## src/rtl/conf_pkg.sv

```systemverilog
// Shared constants, state encoding and frame layout for the config command path.
// Frame: control(1) frec_mod(3) frec_por(3) im_am(2) im_fm(2), fields MSB first.
package conf_pkg;

  localparam int N_BYTES = 11;
  localparam int CNT_W   = $clog2(N_BYTES);

  localparam logic [7:0] CMD_WR = 8'h57;
  localparam logic [7:0] CMD_RD = 8'h52;

  localparam int OFS_CTRL = 0;
  localparam int OFS_FMOD = 1;
  localparam int OFS_FPOR = 4;
  localparam int OFS_IMAM = 7;
  localparam int OFS_IMFM = 9;

  typedef enum logic [2:0] {
    IDLE,
    WR_DATA,
    WR_COMMIT,
    RD_LOAD,
    RD_SEND,
    RD_WAIT,
    RD_SHIFT
  } state_t;

endpackage

```

## src/rtl/conf_cmd_ctrl_gap_timer.sv

```systemverilog
// Inter-byte gap counter: clr zeroes, en counts up and saturates at TIMEOUT-1.
// Ports: clk, rst (async low), clr, en in; expired out (en && count==TIMEOUT-1).
module gap_timer #(
  parameter int TIMEOUT = 100000
) (
  input  logic clk,
  input  logic rst,
  input  logic clr,
  input  logic en,
  output logic expired
);

  localparam int W = (TIMEOUT > 1) ? $clog2(TIMEOUT) : 1;
  localparam logic [W-1:0] LAST = W'(TIMEOUT - 1);

  logic [W-1:0] cnt;

  always_ff @(posedge clk or negedge rst) begin
    if (!rst) begin
      cnt <= '0;
    end else if (clr) begin
      cnt <= '0;
    end else if (en && cnt != LAST) begin
      cnt <= cnt + 1'b1;
    end
  end

  assign expired = en && (cnt == LAST);

endmodule

```

## src/rtl/conf_cmd_ctrl.sv

```systemverilog
// Command/frame controller in front of the config register bank.
// Ports: clk, rst, rx_data/rx_valid, tx_busy in; bank strobes, rxdw, tx_start, busy, cmd_err out.
module conf_cmd_ctrl
  import conf_pkg::*;
#(
  parameter int TIMEOUT = 100000
) (
  input  logic       clk,
  input  logic       rst,
  input  logic [7:0] rx_data,
  input  logic       rx_valid,
  input  logic       tx_busy,
  output logic [7:0] rxdw,
  output logic       shift_rxregs,
  output logic       load_confregs,
  output logic       load_txregs,
  output logic       shift_txregs,
  output logic       tx_start,
  output logic       busy,
  output logic       cmd_err
);

  localparam logic [CNT_W-1:0] LAST_IDX = CNT_W'(N_BYTES - 1);

  state_t           state_q, state_d;
  logic [CNT_W-1:0] cnt_q, cnt_d;
  logic             seen_q, seen_d;
  logic             expired;

  logic [7:0] rxdw_d;
  logic       shift_rx_d;
  logic       load_conf_d;
  logic       load_tx_d;
  logic       shift_tx_d;
  logic       tx_start_d;
  logic       cmd_err_d;

  gap_timer #(
    .TIMEOUT(TIMEOUT)
  ) u_gap (
    .clk    (clk),
    .rst    (rst),
    .clr    ((state_q != WR_DATA) || rx_valid),
    .en     (state_q == WR_DATA),
    .expired(expired)
  );

  always_ff @(posedge clk or negedge rst) begin
    if (!rst) begin
      state_q <= IDLE;
      cnt_q   <= '0;
      seen_q  <= 1'b0;
    end else begin
      state_q <= state_d;
      cnt_q   <= cnt_d;
      seen_q  <= seen_d;
    end
  end

  always_comb begin
    state_d = state_q;
    cnt_d   = cnt_q;
    seen_d  = 1'b0;
    unique case (state_q)
      IDLE: begin
        if (rx_valid) begin
          if (rx_data == CMD_WR) begin
            state_d = WR_DATA;
            cnt_d   = '0;
          end else if (rx_data == CMD_RD) begin
            state_d = RD_LOAD;
          end
        end
      end
      WR_DATA: begin
        // a byte arriving on the expiry cycle takes priority
        if (rx_valid) begin
          cnt_d = cnt_q + 1'b1;
          if (cnt_q == LAST_IDX) state_d = WR_COMMIT;
        end else if (expired) begin
          state_d = IDLE;
        end
      end
      WR_COMMIT: state_d = IDLE;
      RD_LOAD: begin
        cnt_d   = '0;
        state_d = RD_SEND;
      end
      RD_SEND: begin
        if (!tx_busy) state_d = RD_WAIT;
      end
      RD_WAIT: begin
        // busy may rise a few cycles after tx_start; wait for high then low
        seen_d = seen_q | tx_busy;
        if (seen_q && !tx_busy) state_d = RD_SHIFT;
      end
      RD_SHIFT: begin
        cnt_d   = cnt_q + 1'b1;
        state_d = (cnt_q == LAST_IDX) ? IDLE : RD_SEND;
      end
      default: state_d = IDLE;
    endcase
  end

  always_comb begin
    shift_rx_d  = (state_q == WR_DATA) && rx_valid;
    rxdw_d      = shift_rx_d ? rx_data : rxdw;
    load_conf_d = (state_q == WR_COMMIT);
    load_tx_d   = (state_q == RD_LOAD);
    tx_start_d  = (state_q == RD_SEND) && !tx_busy;
    shift_tx_d  = (state_q == RD_SHIFT);
    cmd_err_d   = ((state_q == IDLE) && rx_valid &&
                   (rx_data != CMD_WR) && (rx_data != CMD_RD)) ||
                  ((state_q == WR_DATA) && !rx_valid && expired);
  end

  always_ff @(posedge clk or negedge rst) begin
    if (!rst) begin
      rxdw          <= '0;
      shift_rxregs  <= 1'b0;
      load_confregs <= 1'b0;
      load_txregs   <= 1'b0;
      shift_txregs  <= 1'b0;
      tx_start      <= 1'b0;
      cmd_err       <= 1'b0;
    end else begin
      rxdw          <= rxdw_d;
      shift_rxregs  <= shift_rx_d;
      load_confregs <= load_conf_d;
      load_txregs   <= load_tx_d;
      shift_txregs  <= shift_tx_d;
      tx_start      <= tx_start_d;
      cmd_err       <= cmd_err_d;
    end
  end

  assign busy = (state_q != IDLE);

endmodule
```

## config.mk

```make
export PLATFORM = sky130hd
export DESIGN_NAME = conf_cmd_ctrl
export DESIGN_NICKNAME = d
export VERILOG_FILES = /design/src/rtl/conf_pkg.sv /design/src/rtl/conf_cmd_ctrl_gap_timer.sv /design/src/rtl/conf_cmd_ctrl.sv
export SDC_FILE = /design/constraint.sdc
export NUM_CORES = 1
export LEC_CHECK = 0
export CAP_MARGIN = 20
export CORE_UTILIZATION = 25
export CTS_BUF_LIST = sky130_fd_sc_hd__clkbuf_4
export DETAILED_ROUTE_END_ITERATION = 6
export GPL_TIMING_DRIVEN = 0
export MAX_ROUTING_LAYER = met4
export PLACE_DENSITY = 0.53
export SYNTH_ARGS = -nofsm -noshare
export SYNTH_HDL_FRONTEND = slang
export SYNTH_SLANG_ARGS = --single-unit
```

## constraint.sdc

```tcl
create_clock -name clk -period 4.7 [get_ports clk]
set_input_delay 0.705 -clock clk [delete_from_list [all_inputs] [get_ports clk]]
set_output_delay 0.705 -clock clk [all_outputs]
set_load 0.02 [all_outputs]
```

# After elaboration in Yosys (flattened, before gate mapping)
# Cells that the tools add are included.
dict set report totals {
  ff_bits 39
  input_bits 12
  wordCells 73
}
dict set report classes {
  addsub 2
  eq_ne 22
  mux 17
  bitwise 1
  reduce_logical 20
}
# cell count
set op_table {}
lappend op_table {{$mux W17} 2}
lappend op_table {{$mux W3} 9}
lappend op_table {{$pmux W3 S6} 1}
lappend op_table {{$add A17 B1 Y17 const B} 1}
lappend op_table {{$eq A17 B17 Y1 const B} 1}
lappend op_table {{$ne A17 B17 Y1 const B} 1}
lappend op_table {{$eq A8 B7 Y1 const B} 2}
lappend op_table {{$ne A8 B7 Y1 const B} 2}
lappend op_table {{$pmux W4 S4} 1}
lappend op_table {{$mux W4} 3}
lappend op_table {{$logic_and A1 B1 Y1} 10}
lappend op_table {{$ne A2 B2 Y1 const B} 5}
lappend op_table {{$eq A3 B3 Y1 const B} 3}
lappend op_table {{$ne A3 B3 Y1 const B} 3}
lappend op_table {{$eq A3 B2 Y1 const B} 2}
lappend op_table {{$reduce_and A6 Y1} 1}
lappend op_table {{$add A4 B1 Y4 const B} 1}
lappend op_table {{$eq A4 B4 Y1 const B} 1}
lappend op_table {{$reduce_and A4 Y1} 1}
lappend op_table {{$reduce_bool A4 Y1} 1}
lappend op_table {{$eq A3 B1 Y1 const B} 1}
lappend op_table {{$logic_not A3 Y1} 1}
lappend op_table {{$ne A3 B1 Y1 const B} 1}
lappend op_table {{$reduce_bool A3 Y1} 1}
lappend op_table {{other kinds (5)} 7}

# Depth between registers and ports, before layout
dict set report depth {
  word_depth 5
  depth_mapped 7
}

# Modules after synthesis
# A second synthesis with hierarchy kept.
dict set report unflattened {
  cells_unflattened 192
  hier_area_um2 2103.3
}
# mod instances cells_each area_each_um2 seq_area_each_um2
set by_module_without_submodules {}
lappend by_module_without_submodules {conf_cmd_ctrl 1 93 1112.3 550.5}
lappend by_module_without_submodules {gap_timer 1 99 991.0 425.4}

# Worst setup path after synthesis
# No wires, ideal clock.
dict set report synth_timing {
  path_type {input to register}
  startpoint {input port rx_valid}
  endpoint {register state_q[0]}
  setup_ns 0.128
  t_arrival_ns 1.753
  t_required_ns 4.572
  slack_ns 2.819
  cell_stages 5
  n_path_buf 1
  cell_sequence {nor3b_1 -> buf_2 -> nor2b_1 -> a2111oi_4 -> mux2_1}
}
dict set report synth_between {
  elab_chain_cells 2
  word_cells_on_any_way 6
}
# element line
set synth_lines {}
lappend synth_lines {{from (decl)} conf_cmd_ctrl.sv:11} ;# input logic rx_valid,
lappend synth_lines {{$ne A3 B3 Y1 (no source line), or another cell as far along} --}
lappend synth_lines {{$reduce_and A6 Y1 (no source line) or $pmux W3 S6 (tied branches)} --}
lappend synth_lines {{to (signal assigned)} conf_cmd_ctrl.sv:54} ;# state_q <= state_d;
lappend synth_lines {{to (decl)} conf_cmd_ctrl.sv:25} ;# state_t state_q, state_d;
# Parallel ways exist; a longest one is shown, timed or not.
# A chain may end at the register's enable or synchronous reset.

# Worst setup path after layout
dict set report layout_timing {
  startpoint {register state_q[0]}
  endpoint {output port busy}
}
dict set report layout_between {
  elab_chain_cells 1
}
# element line
set layout_lines {}
lappend layout_lines {{$reduce_bool A3 Y1} conf_cmd_ctrl.sv:137} ;# assign busy = (state_q != IDLE);
lappend layout_lines {{to (decl)} conf_cmd_ctrl.sv:19} ;# output logic busy,
# No other way between the ends.

==> impl_metrics.toml <==
[placed_design]
gp_congestion = 0.7255
portBuffers = 26
dp_cells = 301
dpl_cell_area_mm2 = 0.002287
hpwlAfterDp_mm = 2.535

[cts]
clockBufferDepth = 2
ctsResizeCount = 0
cts.htree.levels = 2
cts_tree = "done"
post_cts_buffers = 0
cts.reportedPaths.clkPinSlew_ns = 0.13
postCtsHoldBufs = 0
numCtsBuffers = 5
cts.sinks = 39
worst_skew_pair.late_latency_ns = 0.35
cts_root_buf = "clkbuf_4"

[finish]
instances_no_fill = 309
n_antenna_cell = 0
syn_to_final_growth_pct = 22.89
drive_gt1_share_pct = 11.43
final_area_mm2 = 0.002345
fin_nets = 224

[synth]
synth-xor-area-share_pct = 7.344
synth-seq-cells = 39
yosys.area_share.simple_pct = 23.15
syn-cell-area_mm2 = 0.001908
yosysWarnings = 0
synth_mux_area_share_pct = 6.885
synth.distinct_cells = 37
synth_fa_ha_area_share_pct = 1.967
synth_compound_area_share_pct = 7.279
synth_top_family_by_area = "simple AND/OR/NAND/NOR gates"
avgSynthCellArea_um2 = 10.84
ys_seq_area_share_pct = 51.15
synth_nets = 191
synth_cells = 176

[power_and_ir_drop]
p_sw_share_pct = 36.49
clkPwrFrac_pct = 15.9
p_comb_share_pct = 42.2
p_per_area_mw_per_mm2 = 476.1
p_switching_uw = 407.3
power_frac_seq_pct = 41.9
ir_drop_v = 0.0002100
power.leakage_uw = 0.0009550
internal-power_uw = 709.0

[worst_setup_path]
worstSetupPathType = "flip-flop to output port"
crit_arrival_ns = 1.77
critPathCaptureType = "output port"
startpoint_type = "flip-flop"
required_ns = 3.99
cp_max_fo = 6

[drt]
via_per_inst = 4.427
num_vias = 1368
drt.antenna.violating_nets = 0
wl_per_cell_um = 11.84
dr.pass1.iters = 4
drc_errors = 0
drtIter0Drc = 85
wirelength_mm = 3.658

[timing]
setup-tns-final_ns = 0
final_max_slew_viol_count = 0
layout_worst_path_cycle_share_pct = 52.64
setup_viol = 0
period_minus_slack_ns = 2.474
finalClockSkew_ns = 0.01893
worst_slew_pin_slew_ns = 0.8854
rsz0062_at_grt = "no"
hold_viol_final = 0
relSlewSlack_pct = 40.97
timing.fmax_ghz = 0.4042

[run_status]
outcome = "completed"

[floorplan]
core_area_mm2 = 0.007331
die_h_um = 89.37
num_rows = 31
die_x_um = 89.37
die-area_mm2 = 0.007986
top_level_ports = 27
initial_core_util_pct = 26.03

[grt]
grt_usage_pct = 10.83
antenna_found_initial = 0
grt_pass1_vias = 1375
grt_max_degree = 40
grt_overflow = 0
grt_pass1_wl_mm = 6.417

[job]
drv_cap = 0

[min_path]
hold_class = "input port to asynchronous set/reset pin"
[final timing paths]
kind	from	end	slack (ns)	cells past startpoint
max in group asynchronous	rst	state_q[2]	3.67	1
hold reg to reg	rxdw[2]	rxdw[2]	0.52	1
setup reg to reg	u_gap.cnt[0]	state_q[0]	2.75	5
setup / recovery	state_q[0]	busy	2.23	2
hold / removal	rst	shift_rxregs	0.46	1
min in group clk	rxdw[2]	rxdw[2]	0.52	1
[synthesized netlist by cell type]
cell type / count / area share (%)
a2111oi_4: 1 / 1.4
a21o_1: 1 / 0.39
a21oi_1: 3 / 0.79
a311o_1: 1 / 0.52
a41oi_1: 1 / 0.46
and3_1: 2 / 0.66
and3b_1: 2 / 0.92
and4_1: 1 / 0.46
and4bb_2: 2 / 1.3
buf_2: 1 / 0.26
clkbuf_1: 5 / 0.98
dfrtp_1: 39 / 51
ha_1: 3 / 2.0
inv_1: 5 / 0.98
mux2_1: 1 / 0.59
mux2_2: 8 / 4.7
mux2i_1: 3 / 1.6
nand2_1: 9 / 1.8
nand2b_1: 5 / 1.6
nand3_1: 9 / 2.4
nand4_1: 2 / 0.66
nand4_4: 1 / 1.1
nor2_1: 24 / 4.7
nor2b_1: 2 / 0.66
nor3_1: 4 / 1.0
nor3b_1: 3 / 1.2
nor3b_2: 1 / 0.66
nor4_1: 4 / 1.3
nor4b_1: 1 / 0.46
nor4b_4: 1 / 1.2
o21a_1: 1 / 0.39
o21ai_0: 9 / 2.4
o2bb2ai_1: 1 / 0.46
o31a_1: 1 / 0.46
or3_1: 3 / 0.98
xnor2_1: 9 / 4.1
xor2_1: 7 / 3.2
[worst max-delay path: stages (launching register included)]
cell	delay, ns
dfrtp_1	0.44
or3_1	0.43
clkdlybuf4s50_1	0.56
[area by class of cell]
| cell class | instances | area [um^2] |
|---|---|---|
| clock buffer | 6 | 45.04 |
| buffer | 6 | 23.77 |
| multi-input combinational | 126 | 889.6 |
| sequential | 39 | 975.9 |
| timing repair buffer | 26 | 255.2 |
| clock inverter | 2 | 12.51 |
| inverter | 5 | 18.77 |
| tap | 99 | 123.9 |
| fill | 756 | 4986 |
[placed cells by master, fill, tap and decap left out, types with 3 or more instances in the layout]
master,netlist,routed
nand2_1,9,9
clkbuf_4,0,6
ha_1,3,3
clkbuf_1,5,5
a21oi_1,3,3
nand2b_1,5,5
nor2_1,24,24
xnor2_1,9,9
inv_1,5,5
mux2i_1,3,3
nor3b_1,3,3
nor4_1,4,4
nand3_1,9,9
dfrtp_1,39,39
clkdlybuf4s50_1,0,25
or3_1,3,3
xor2_1,7,7
nor3_1,4,4
o21ai_0,9,9
mux2_2,8,8
[state kept, by name, indices dropped and copies added (netlist names), 3 cells and up]
name       cells
u_gap.cnt     17
state_q        3
rxdw           8
cnt_q          4
[routing by layer]
layer	track usage [%]	wire length [um]
met1	13.38	1702
met4	3.463	45
met2	17.35	1810
met5	-	0
met3	2.770	100
[power groups by stage]
stage,sequential [uW],clock (uW),combinational [uW]
final,467,177,472
after global routing,481,201,522
after CTS,469,188,481
after detailed placement,476,0,478
after global placement,475,0,473
after floorplan,524,0,247
[cell families (layout without fill, tap and decap cells)]
logic type	after synthesis	after routing
buffers and inverters	11	45
multiplexers	12	12
adder cells (fa/ha/maj)	3	3
flip-flops	39	39
AO/OA/AOI/OAI	19	19
AND/OR/NAND/NOR	76	76
XOR/XNOR	16	16
[per-stage QoR]
step                      setup slack (ns)  total power (uW)  hold slack (ns)  utilization [%]
after global placement               1.918             948.1           0.4916            31.27
after CTS                            2.200              1138           0.4876            31.99
final                                2.226              1116           0.4622            31.99
after global routing                 2.145              1204           0.5288            31.99
after floorplan                      2.819             771.8           0.4094                -
after detailed placement             2.063             953.6           0.4997            31.20
Power figures use the tool's default switching activity.
